==> src/rtl/rs485_bus_arb.sv <==
// Two-requester RS-485 half-duplex bus arbiter with driver-enable guard timing.
// Define RS485_ARB_RR_EN for round-robin arbitration; the default is fixed priority to requester 0.
module rs485_bus_arb #(
   parameter int GUARD_CYC = 16,
   parameter int IDLE_TO   = 1023
) (
   input  logic        clk,
   input  logic        reset_n,
   input  logic [1:0]  req,
   output logic [1:0]  gnt,
   input  logic [1:0]  byte_valid,
   input  logic [15:0] byte_data,
   output logic [1:0]  byte_ready,
   input  logic        rx_active,
   input  logic        uart_tx_busy,
   output logic [7:0]  uart_tx_data,
   output logic        uart_tx_en,
   output logic        rs485_de
);

   typedef enum logic [2:0] {IDLE, SETUP, XFER, WAIT_TX, HOLD} state_t;

   localparam logic [7:0]  GUARD_INIT = 8'(GUARD_CYC);
   localparam logic [15:0] IDLE_LAST  = 16'(IDLE_TO - 1);

   state_t      state, state_nx;
   logic [7:0]  guard, guard_nx;
   logic [15:0] idle_cnt, idle_nx;
   logic        sel, sel_nx;
   logic        wt_first, wt_first_nx;
   logic        win;
`ifdef RS485_ARB_RR_EN
   logic        last, last_nx;
`endif

   function automatic logic [7:0] dec_sat(input logic [7:0] v);
      return (v == 8'd0) ? 8'd0 : v - 8'd1;
   endfunction

   function automatic logic [15:0] inc_sat(input logic [15:0] v);
      return (v == 16'hFFFF) ? v : v + 16'd1;
   endfunction

   always_comb begin
      win = ~req[0];
`ifdef RS485_ARB_RR_EN
      if (&req) win = ~last;
`endif
   end

   always_ff @(posedge clk or negedge reset_n) begin
      if (!reset_n) begin
         state    <= IDLE;
         guard    <= 8'd0;
         idle_cnt <= 16'd0;
         sel      <= 1'b0;
         wt_first <= 1'b0;
`ifdef RS485_ARB_RR_EN
         last     <= 1'b1;
`endif
      end else begin
         state    <= state_nx;
         guard    <= guard_nx;
         idle_cnt <= idle_nx;
         sel      <= sel_nx;
         wt_first <= wt_first_nx;
`ifdef RS485_ARB_RR_EN
         last     <= last_nx;
`endif
      end
   end

   always_comb begin
      state_nx     = state;
      guard_nx     = guard;
      idle_nx      = idle_cnt;
      sel_nx       = sel;
      wt_first_nx  = 1'b0;
      byte_ready   = 2'b00;
      uart_tx_en   = 1'b0;
      uart_tx_data = 8'd0;
`ifdef RS485_ARB_RR_EN
      last_nx      = last;
`endif
      case (state)
         IDLE: begin
            if ((|req) && !rx_active && !uart_tx_busy) begin
               sel_nx   = win;
               guard_nx = GUARD_INIT;
               idle_nx  = 16'd0;
               state_nx = SETUP;
`ifdef RS485_ARB_RR_EN
               last_nx  = win;
`endif
            end
         end
         SETUP: begin
            guard_nx = dec_sat(guard);
            if (guard_nx == 8'd0) state_nx = XFER;
         end
         XFER: begin
            // A dropped request ends the frame even if a byte is still offered.
            if (!req[sel]) begin
               guard_nx = GUARD_INIT;
               state_nx = HOLD;
            end else if (byte_valid[sel]) begin
               byte_ready[sel] = 1'b1;
               uart_tx_en      = 1'b1;
               uart_tx_data    = sel ? byte_data[15:8] : byte_data[7:0];
               idle_nx         = 16'd0;
               wt_first_nx     = 1'b1;
               state_nx        = WAIT_TX;
            end else if (idle_cnt >= IDLE_LAST) begin
               guard_nx = GUARD_INIT;
               state_nx = HOLD;
            end else begin
               idle_nx = inc_sat(idle_cnt);
            end
         end
         WAIT_TX: begin
            // The UART raises busy one cycle after the start pulse, so skip that cycle.
            if (!wt_first && !uart_tx_busy) state_nx = XFER;
         end
         HOLD: begin
            guard_nx = dec_sat(guard);
            if (guard_nx == 8'd0) state_nx = IDLE;
         end
         default: state_nx = IDLE;
      endcase
   end

   assign rs485_de = (state != IDLE);
   assign gnt      = (state == IDLE) ? 2'b00 : (sel ? 2'b10 : 2'b01);

endmodule

==> config.mk <==
export PLATFORM = sky130hd
export DESIGN_NAME = rs485_bus_arb
export DESIGN_NICKNAME = d
export VERILOG_FILES = /design/src/rtl/rs485_bus_arb.sv
export SDC_FILE = /design/constraint.sdc
export NUM_CORES = 1
export LEC_CHECK = 0
export BUFFER_PORTS_ARGS = -buffer_cell sky130_fd_sc_hd__buf_2
export CAP_MARGIN = 15
export CORE_MARGIN = 3
export CORE_UTILIZATION = 40
export DETAILED_ROUTE_END_ITERATION = 12
export PLACE_DENSITY = 0.71
export SETUP_SLACK_MARGIN = 0.02
export SLEW_MARGIN = 0
export SYNTH_ARGS = -nofsm -noshare
export SYNTH_HDL_FRONTEND = slang
export SYNTH_SLANG_ARGS = --single-unit
==> constraint.sdc <==
create_clock -name clk -period 2.3 [get_ports clk]
set_input_delay 0.23 -clock clk [delete_from_list [all_inputs] [get_ports clk]]
set_output_delay 0.23 -clock clk [all_outputs]
set_load 0.05 [all_outputs]
==> impl_results.md <==
* Register-to-register setup slack at 0.23 ns
* Ports at 38
* Port bufs at 37
* Fin area at 2190 sq um
* Worst hold endpoint: sel$_DFFE_PN0P_
* Longest Clk Path Bufs at 2
* Final cell count without fillers at roughly 300
* CTS sink count at 29
* Largest cells by area after synthesis: dfrtp_1 (40%), nor2_1 (6.8%), mux2i_1 (6.0%)
* Slowest stage delay, CP at around 0.50 ns
* Worst rel slew slack at 56.8%
* Final hold viol count at 0
* Total Routing Usage GR at 16.1%
* Startpoint Class: register
* EDFF count, synth at 0
* PD cells at 972 nW/um^2
* Routability-driven placement congestion ratio at around 0.93
* Final #Nets at 272
* Vias in the first global route at 1547
* Core Area at 4200 sq um
* Max cap viols at 0
* Distinct cell type count after synthesis at 51
* CTS clock-pin slew for the worst setup and hold paths at around 0.060 ns
* Initial antenna violation count at 0
* Fill cells at 393
* Via density at around 5.5
* Setup-failing EPs final at 0
* Net Count, Synth at between 200 and 250
* Crit-path max FO at 7
* Setup_tns at 0 ns
* Async set-reset flop share out of synthesis at 100%
* Peak VDD IR at just over 0.0006 V
* Worst-skew pair later-pin latency at 0.28 ns
* 1st-iter DRT viols at between 100 and 150
* CTS tree: yes
* Drt wl/cell at 14.5 um
* Setup CP Type: register to register
* Starting Density at 43.4%
* Area grow syn2layout at 20.2%
* Setup ws final at 0.228 ns
* FMAX at 483 MHz
* Reg-to-Reg Start: guard[0]$_DFFE_PN0P_
* N_diodes at 0
* Setup WS pre-CTS at between 0.15 and 0.2 ns
* Seq/Total Area, Yosys at 39.8%
* Area fraction of the dominant cell type after synthesis at 39.8%
* Worst Skew at 0.00703 ns
* Die Height at roughly 74 um
* Ys Warns at 0
* # DRC at 0
* R2R cell count at 7
* Root buf cell: clkbuf_8
* First-pass GRT wire length at ~7000 um
* Worst R2R End: state[2]$_DFFE_PN0P_
* Chip Width at 73.5 um
* CTS Buf Count at 5
* Min-delay src: req[0]
* Syn_area_per_cell at 9.21 sq um
* CP arrival at 2.24 ns
* Hold WS at 0.177 ns
* Worst min-delay path category: input pin to register
* Syn Inst Count at around 200
* H-tree level count at 2
* Primary FF master, synth: dfrtp_1
* DRT Pass-1 Iters at 5
* Post-route ant nets at 0
* Critical Path RT at 2.46 ns
* CP max stage cell: or3b_2
* Placed cell areas at 2090 sq um
* Hpwl dp at between 3000 and 4000 um
* Final Slew Violations at 0
* CP endpoint kind: register
* Leak at 0.00105 uW
* Critical Path, Cell by Cell: inv_1 > ha_1 > or3b_2 > o211a_4 > o21ai_0 > o21ai_1 > a22o_1
* Routed WL at 4270 um
* Fin crit share at 90.1%
* FF+latch count, synth at 29
* GRT overflow at 0
* Largest net degree at the start of global routing at 30
* Die footprint at 5400 sq um
* Status: complete, no violations
* Layout cells sized above 1 at 26.2%
* Actual slew at the worst max-slew pin at 0.648 ns
* Min Tclk post-route at 2.07 ns
* Row count at 23
* Via Count at 1622
* Hold path cells at 2
* # placed instances at 286
* Largest area contributor in the netlist: dfrtp_1
* Synthesized area at 1820 sq um
* Unrepaired setup endpoints after global routing: no
==> routing by layer <==
layer  global-route usage [%]  vias up  share of wire, %
li1                         -      814                 -
met1                     20.9      770                44
met3                     3.97       12               3.6
met4                     4.63        0               1.7
met5                        0        -                 0
met2                     26.4       26                50
==> synthesized netlist by cell type (2+ instances only) <==
| cell | n |
|---|---|
| a21oi_1 | 10 |
| o21ai_0 | 10 |
| o31ai_1 | 2 |
| mux2_2 | 2 |
| nand2_1 | 14 |
| ha_1 | 4 |
| or3b_2 | 2 |
| xor2_1 | 2 |
| clkbuf_1 | 2 |
| xnor2_1 | 5 |
| dfrtp_1 | 29 |
| o21a_1 | 3 |
| and2_1 | 2 |
| a31oi_1 | 3 |
| inv_1 | 7 |
| nor2_1 | 33 |
| o22ai_1 | 2 |
| nor3_1 | 6 |
| nor2b_1 | 2 |
| o41ai_1 | 2 |
| and3_1 | 6 |
| mux2i_1 | 11 |
| nand3_1 | 7 |
| o211ai_1 | 3 |
| nand4_1 | 3 |
==> through the flow <==
| stage | util [%] | total power (uW) |
|---|---|---|
| 6_report | 52.2 | 2130 |
| 5_1_grt | 52.2 | 2280 |
| 4_1_cts | 52.0 | 2120 |
| 3_5_place_dp | 49.7 | 1690 |
| 3_3_place_gp | 49.7 | 1680 |
| 2_1_floorplan | - | 1460 |
==> worst max-delay path by stage <==
stage                                    start                   end  slack, ns  depth (start not counted)
after floorplan                sel$_DFFE_PN0P_         byte_ready[0]       0.03                          4
after global placement    guard[0]$_DFFE_PN0P_  state[2]$_DFFE_PN0P_       0.23                          7
after detailed placement  guard[0]$_DFFE_PN0P_  state[2]$_DFFE_PN0P_       0.17                          7
after CTS                 guard[0]$_DFFE_PN0P_  state[2]$_DFFE_PN0P_       0.15                          7
after global routing      guard[0]$_DFFE_PN0P_  state[2]$_DFFE_PN0P_       0.06                          7
final                     guard[0]$_DFFE_PN0P_  state[2]$_DFFE_PN0P_       0.23                          7
==> area by class of cell <==
cell class              count  area [sq um]  area share [%]
multi-input cells         156          1050            47.8
flip-flops and latches     29           726            33.1
repair buffers             44           240            11.0
clock buffers               7          86.3            3.94
well taps                  50          62.6            2.85
inverters                   8          30.0            1.37
==> logic make-up after synthesis <==
kind of cell / after synthesis / share of synthesized area (%)
simple gates: 86 / 24.8
buf+inv: 13 / 3.16
fa+ha+maj: 5 / 3.29
compound gates: 45 / 18.3
xor+xnor: 7 / 3.36
mux: 13 / 7.28
flops: 29 / 39.8
==> what timing repair did <==
action / in CTS / in global routing
hold buffers: 1 / 0
endpoints found under the hold margin: 23 / 0
setup buffers: 0 / 0
endpoints found under the setup margin: 0 / 3
resized for setup: 0 / 2
==> power breakdown <==
part | internal (uW) | total [uW] | switching [uW]
clock | 237 | 420 | 184
combinational | 399 | 1010 | 609
sequential | 586 | 703 | 118
total | 1220 | 2130 | 910
==> worst max-delay path, delay by kind of cell, from the launching register on <==
family	cells	cell delay [ns]
flops	1	0.42
simple gates	1	0.50
fa+ha+maj	1	0.19
compound gates	4	0.73
buf+inv	1	0.13
==> layout by cell type, fill, tap and decap left out, drive strengths merged, types with 4 or more instances in the layout <==
cell | Yosys | final
a21oi | 10 | 10
and3 | 6 | 6
buf | 3 | 43
clkbuf | 2 | 7
dfrtp | 29 | 29
ha | 4 | 4
inv | 8 | 8
mux2i | 11 | 11
nand2 | 14 | 14
nand3 | 7 | 7
nand4 | 4 | 4
nor2 | 33 | 33
nor3 | 7 | 7
o21ai | 11 | 11
xnor2 | 5 | 5
==> registers in the layout, indices dropped and copies added (netlist names) <==
register  flops
state         3
guard         8
sel           1
wt_first      1
idle_cnt     16
Note: power is estimated with default switching activity, not from simulation.
